File: config.mk
export PLATFORM = sky130hd
export DESIGN_NAME = gpc3_2_pipe_flat
export DESIGN_NICKNAME = d
export VERILOG_FILES = /design/src/rtl/gpc_pkg.sv /design/src/rtl/gpc3_2_pipe_if.sv /design/src/rtl/gpc3_2_cell.sv /design/src/rtl/gpc3_2_pipe.sv /design/src/flat_wrapper.sv
export SDC_FILE = /design/constraint.sdc
export NUM_CORES = 1
export LEC_CHECK = 0
export CELL_PAD_IN_SITES_DETAIL_PLACEMENT = 1
export CELL_PAD_IN_SITES_GLOBAL_PLACEMENT = 2
export CORE_AREA = 2 2 39 41
export DETAILED_ROUTE_END_ITERATION = 10
export DIE_AREA = 0 0 41 43
export PLACE_DENSITY = 0.5
export SYNTH_ARGS = -nofsm -noshare
export SYNTH_HDL_FRONTEND = slang
export SYNTH_SLANG_ARGS = --single-unit
File: constraint.sdc
create_clock -name clk -period 1.2 [get_ports clk]
set_clock_uncertainty 0.15 [all_clocks]
set_input_delay 0.24 -clock clk [delete_from_list [all_inputs] [get_ports clk]]
set_output_delay 0.24 -clock clk [all_outputs]
set_load 0.01 [all_outputs]
File: src/rtl/gpc_pkg.sv
// Shared definitions for the (3;2) generalized parallel counter.
// Provides the per-lane input/output widths and a 3-bit popcount helper
// returning {carry, sum}.
package gpc_pkg;

  localparam int GPC3_2_IN_W  = 3;
  localparam int GPC3_2_OUT_W = 2;

  // Full-adder form of a 3-bit popcount: bit 0 is the sum, bit 1 the majority.
  function automatic logic [GPC3_2_OUT_W-1:0] popcount3(input logic [GPC3_2_IN_W-1:0] v);
    logic carry;
    logic sum;
    sum   = v[0] ^ v[1] ^ v[2];
    carry = (v[0] & v[1]) | (v[0] & v[2]) | (v[1] & v[2]);
    return {carry, sum};
  endfunction

endpackage

File: src/rtl/gpc3_2_pipe_if.sv
// Column/result bundle for gpc3_2_pipe.
//   in_valid  : src0 carries a valid column set
//   src0      : 3 bits per lane, all weight 1
//   dst       : 2 bits per lane, {carry, sum}
//   out_valid : dst holds a valid result
// master drives columns and observes results; slave is the counter.
interface gpc3_2_pipe_if #(
  parameter int LANES = 1
);
  logic               in_valid;
  logic [3*LANES-1:0] src0;
  logic [2*LANES-1:0] dst;
  logic               out_valid;

  modport master (
    output in_valid,
    output src0,
    input  dst,
    input  out_valid
  );

  modport slave (
    input  in_valid,
    input  src0,
    output dst,
    output out_valid
  );
endinterface

File: src/rtl/gpc3_2_cell.sv
// Single-lane combinational (3;2) counter.
//   src[2:0] : three bits of equal weight
//   dst[1:0] : their count, dst[0] = sum (weight 1), dst[1] = carry (weight 2)
module gpc3_2_cell
  import gpc_pkg::*;
(
  input  logic [GPC3_2_IN_W-1:0]  src,
  output logic [GPC3_2_OUT_W-1:0] dst
);

  assign dst = popcount3(src);

endmodule

File: src/rtl/gpc3_2_pipe.sv
// LANES independent (3;2) counters packed side by side, with an optional
// output register stage.
//   clk, rst_n : clock and async active-low reset (only used when REG_OUT=1)
//   bus        : slave side of gpc3_2_pipe_if (in_valid, src0 -> dst, out_valid)
// REG_OUT=1 gives latency 1 with dst held while in_valid is low;
// REG_OUT=0 is a pure combinational path.
module gpc3_2_pipe
  import gpc_pkg::*;
#(
  parameter int LANES   = 1,
  parameter int REG_OUT = 1
) (
  input  logic        clk,
  input  logic        rst_n,
  gpc3_2_pipe_if.slave bus
);

  logic [GPC3_2_OUT_W*LANES-1:0] cnt;

  // Lanes are fully independent: a lane's carry belongs to the next column of
  // the enclosing tree, never to the neighbouring lane here.
  for (genvar i = 0; i < LANES; i++) begin : g_lane
    gpc3_2_cell u_cell (
      .src (bus.src0[GPC3_2_IN_W*i +: GPC3_2_IN_W]),
      .dst (cnt[GPC3_2_OUT_W*i +: GPC3_2_OUT_W])
    );
  end

  if (REG_OUT != 0) begin : g_reg
    logic [GPC3_2_OUT_W*LANES-1:0] dst_q;
    logic                          valid_q;

    always_ff @(posedge clk or negedge rst_n) begin
      if (!rst_n) begin
        dst_q   <= '0;
        valid_q <= 1'b0;
      end else begin
        valid_q <= bus.in_valid;
        if (bus.in_valid) begin
          dst_q <= cnt;
        end
      end
    end

    assign bus.dst       = dst_q;
    assign bus.out_valid = valid_q;
  end else begin : g_comb
    // Clock and reset have no function on the combinational path.
    logic unused_clk_rst;
    assign unused_clk_rst = clk ^ rst_n;

    assign bus.dst       = cnt;
    assign bus.out_valid = bus.in_valid;
  end

endmodule

File: src/flat_wrapper.sv
// flat-port wrapper written by rule: the top's interface ports become plain ports
module gpc3_2_pipe_flat import gpc_pkg::*;
#(
  parameter int LANES   = 1,
  parameter int REG_OUT = 1
)
  (clk, rst_n, bus_in_valid, bus_src0, bus_dst, bus_out_valid);
  gpc3_2_pipe_if #(.LANES(LANES)) bus_i ();
  input  logic clk;
  input  logic rst_n;
  input wire logic [$bits(bus_i.in_valid)-1:0] bus_in_valid;
  input wire logic [$bits(bus_i.src0)-1:0] bus_src0;
  output wire logic [$bits(bus_i.dst)-1:0] bus_dst;
  output wire logic [$bits(bus_i.out_valid)-1:0] bus_out_valid;
  assign bus_i.in_valid = bus_in_valid;
  assign bus_i.src0 = bus_src0;
  assign bus_dst = bus_i.dst;
  assign bus_out_valid = bus_i.out_valid;
  gpc3_2_pipe #(.LANES(LANES), .REG_OUT(REG_OUT)) u_core (.clk(clk), .rst_n(rst_n), .bus(bus_i));
endmodule
# Word-level counts from Yosys, hierarchy flattened
# Index checks and enable logic that the tools add are counted.
[totals] register_bits=3 wordCells=9
[op_classes] bitwise_logic=7
[op_table] op="bitwise AND 1 bit" n=3
[op_table] op="bitwise OR 1 bit" n=2
[op_table] op="bitwise XOR 1 bit" n=2

# Longest topological paths before layout
[depth] depth_word=3 ltp_mapped=2

# Modules after synthesis
# Synthesis repeated with hierarchy kept, for this count alone.
[unflattened] hier_cells=6 area_unflattened_um2=117.6
[modules_own_cells] mod="gpc3_2_pipe" instances=1 cells_per_inst=5 area_per_inst_um2=97.6 seq_area_each_um2=75.1
[modules_own_cells] mod="gpc3_2_cell" instances=1 cells_per_inst=1 area_per_inst_um2=20.0 seq_area_each_um2=0.0

# Worst setup path before layout
# No wires, ideal clock.
[synth_path] path_type="input to register" from="input port bus_src0[0]" to="register u_core.g_reg.dst_q[0], in the netlist u_core.bus.dst[0]" arrival_ns=0.941 slack_ns=-0.016 stages=2 cell_sequence="fa_1 > mux2_2"
[synth_between] elab_chain_cells=2
[synth_rtl] element="start, declared" line_no="flat_wrapper.sv:12" source="input wire logic [$bits(bus_i.src0)-1:0] bus_src0;"
[synth_rtl] element="bitwise XOR 1 bit (2 in series)" line_no="gpc_pkg.sv:13" source="sum = v[0] ^ v[1] ^ v[2];"
[synth_rtl] element="end signal, assigned" line_no="gpc3_2_pipe.sv:40" source="dst_q <= cnt;"
[synth_rtl] element="end, declared" line_no="gpc3_2_pipe.sv:30" source="logic [GPC3_2_OUT_W*LANES-1:0] dst_q;"
# Every way passes these cells.
# A chain may end at the register's enable or synchronous reset.

# Worst setup path in the final report
[layout_path] from="input port bus_src0[0]" to="register u_core.g_reg.dst_q[0], in the netlist u_core.bus.dst[0]"
[layout_between] elab_chain_cells=2
[layout_rtl] element="bitwise XOR 1 bit (2 in series)" line_no="gpc_pkg.sv:13"
[layout_rtl] element="net u_core.cnt[0]" line_no="gpc3_2_pipe.sv:18" source="logic [GPC3_2_OUT_W*LANES-1:0] cnt;"
# The timed path passes the listed nets, and every way through them passes these cells.

==> impl_results.md <==
* Least-Margin Pin Slew at 0.151 ns
* Leakage at 0.000107 uW
* WS Path Type: in -> reg
* Share of layout cells above drive strength 1 at 0.526
* Final setup fails at 0
* Final Hold Fails at 0
* Avg Inst Size Synth at 19.6 sq um
* Crit Path Max Fanout at 1
* WL/cell at 8.66 microns
* Critical Path Sink Type: register
* Final instance area at 235 sq um
* FF-to-FF End: u_core.bus.dst[0]
* Placement Cell Area at between 200 and 250 sq um
* Final Slew Violations at 0
* Reg2Reg Setup Slack at 0.18 ns
* Root buffer cell: clkbuf_4
* Reg-to-reg startpoint: u_core.bus.dst[0]
* Ant. Diodes at 0
* Hold Buf Count CTS at 0
* Reg clk slew, reported paths at ~0.040 ns
* Final ANT Viol Nets at 0
* Slew HR at 0.899
* DRC at 0
* Nature of the critical path startpoint: input pin
* Hold WS at 0.0347 ns
* Hold WC Path Type: in -> async
* Crit path DAT at about 1.1 ns
* CTS Buffer Depth at 2
* I/O Buffers at 8
* Synth async-reset ratio at 1.00
* Final Cycle Share at 0.984
* DIE HEIGHT at ~43 microns
* Top cells by count, synth: dfrtp_1, mux2_2, fa_1
* Tot GR Track Use at 0.0575
* Most numerous cell in the Yosys netlist: dfrtp_1
* Final cell count without fillers at 35
* Placed insts at 30
* First-pass GRT wire length at just over 500 microns
* Htree depth at 1
* Largest net degree at the start of global routing at 4
* Post-synthesis sequential area ratio at 0.638
* Final GP Congestion at approximately 0.57
* Total gr overflow at 0
* Number of synthesized register bits at 3
* Via-to-Cell Ratio at a little over 3
* Req. time, crit path at 1.16 ns
* CTS buffer count at 3
* Total wire length at roughly 300 microns
* Initial DRC count at 0
* I/O pin cnt at 9
* Synth area leader: dfrtp_1
* CORE AREA at ~0.0014 sq mm
* Status: finished clean
* Ys Warns at 0
* RSZ-0062 raised after global routing: no
* Row count at 14
* Starting density of the core at 0.0850
* Number of enable flip-flop cells after synthesis at 0
* Full die area at ~0.0018 sq mm
* Worst VDD drop at roughly 0.23 mV
* Distinct cells, synth at 3
* R2R depth at 2
* Gate Count Post-Synth at 6
* Vias at 106
* Area growth syn-to-layout at 100%
* Chip Width at 41 microns
* Filler Cells Inserted at 160
* CTS tree: yes
* CTS sink cnt at 3
* Max-Cap Viols at 0
* Max Clock Freq at about 850 MHz
* Final nets at 27
* Syn_nets at 13
* Main synth FF type: dfrtp_1
* Clock latency on the worst-skew pair at 0.23 ns
* Syn Std Cell Area at 118 sq um
* Router iterations before antenna repair at 1
* Yosys top cell area share at 0.638
* Antenna violations before repair at 0
* Vias in the first global route at 135
* Tmin final at 1.18 ns
* PwrDens at 1560 mW/mm^2
* Synth area leaders: dfrtp_1, mux2_2, fa_1
[worst max-delay path, stage by stage]
cell and delay (ns):
clkdlybuf4s15_1 0.18, fa_1 0.46, mux2_4 0.27
[sequential cells by signal (all words and copies together) (netlist names)]
register,flops
u_core.bus.dst,2
u_core.bus.out_valid,1
[per-stage QoR]
stage	setup slack, ns	util	total power, uW	TNS, ns
6_report	0.0193	0.170	367	0
5_1_grt	0.0149	0.170	406	0
4_1_cts	0.0141	0.170	381	0
3_5_place_dp	-0.512	0.157	194	-1.12
3_3_place_gp	-0.472	0.157	189	-1.02
2_1_floorplan	-0.0159	-	141	-0.0159
[layout make-up]
cell class,instances,area [sq um],share of cell area
Timing Repair Buffer,9,67.6,0.287
Multi-Input combinational cell,3,46.3,0.197
Clock buffer,4,26.3,0.112
Tap cell,16,20.0,0.0851
Sequential cell,3,75.1,0.319
[cell usage in the layout (no fill, tap or decap)]
cell             Yosys  final
buf_2                0      4
buf_4                0      1
clkbuf_1             0      1
clkbuf_4             0      3
clkdlybuf4s15_1      0      2
clkdlybuf4s50_1      0      2
dfrtp_1              3      3
fa_1                 1      1
mux2_2               2      1
mux2_4               0      1
[worst max-delay path by stage]
stage | startpoint | endpoint | slack [ns] | cells after the start
after global routing | bus_src0[0] | u_core.bus.dst[0] | 0.01 | 3
after CTS | bus_src0[1] | u_core.bus.dst[0] | 0.01 | 3
after floorplan | bus_src0[0] | u_core.bus.dst[0] | -0.02 | 2
after global placement | bus_src0[0] | u_core.bus.dst[0] | -0.47 | 3
after detailed placement | bus_src0[0] | u_core.bus.dst[0] | -0.51 | 3
final | bus_src0[0] | u_core.bus.dst[0] | 0.02 | 3
[per-layer routing]
metal	GRT usage	up-vias	routed length (microns)
li1	-	46	-
met1	0.0423	47	113
met5	0	-	0
met4	0.100	0	14
met2	0.0625	11	121
met3	0.0471	2	54
[where the power goes]
part	leakage (uW)	internal, uW	total [uW]	switching [uW]
combinational	0.0000570	43.0	68.0	25.0
sequential	0.0000350	114	120	5.96
clock	0.0000150	125	178	53.4
[repair_timing]
action,in CTS,in global routing
gates cloned,0,0
resized for setup,21,0
pin swaps,1,1
buffers inserted,1,0
setup endpoints to repair,5,1
[kinds of logic (layout without fill, tap and decap cells)]
| kind of cell | after synthesis | count (layout) | share of synthesized area |
|---|---|---|---|
| DFF | 3 | 3 | 0.638 |
| muxes | 2 | 2 | 0.191 |
| adders and majority gates | 1 | 1 | 0.170 |
| buffers and inverters | 0 | 13 | 0 |
No activity file was read; power rests on OpenSTA's default activity.
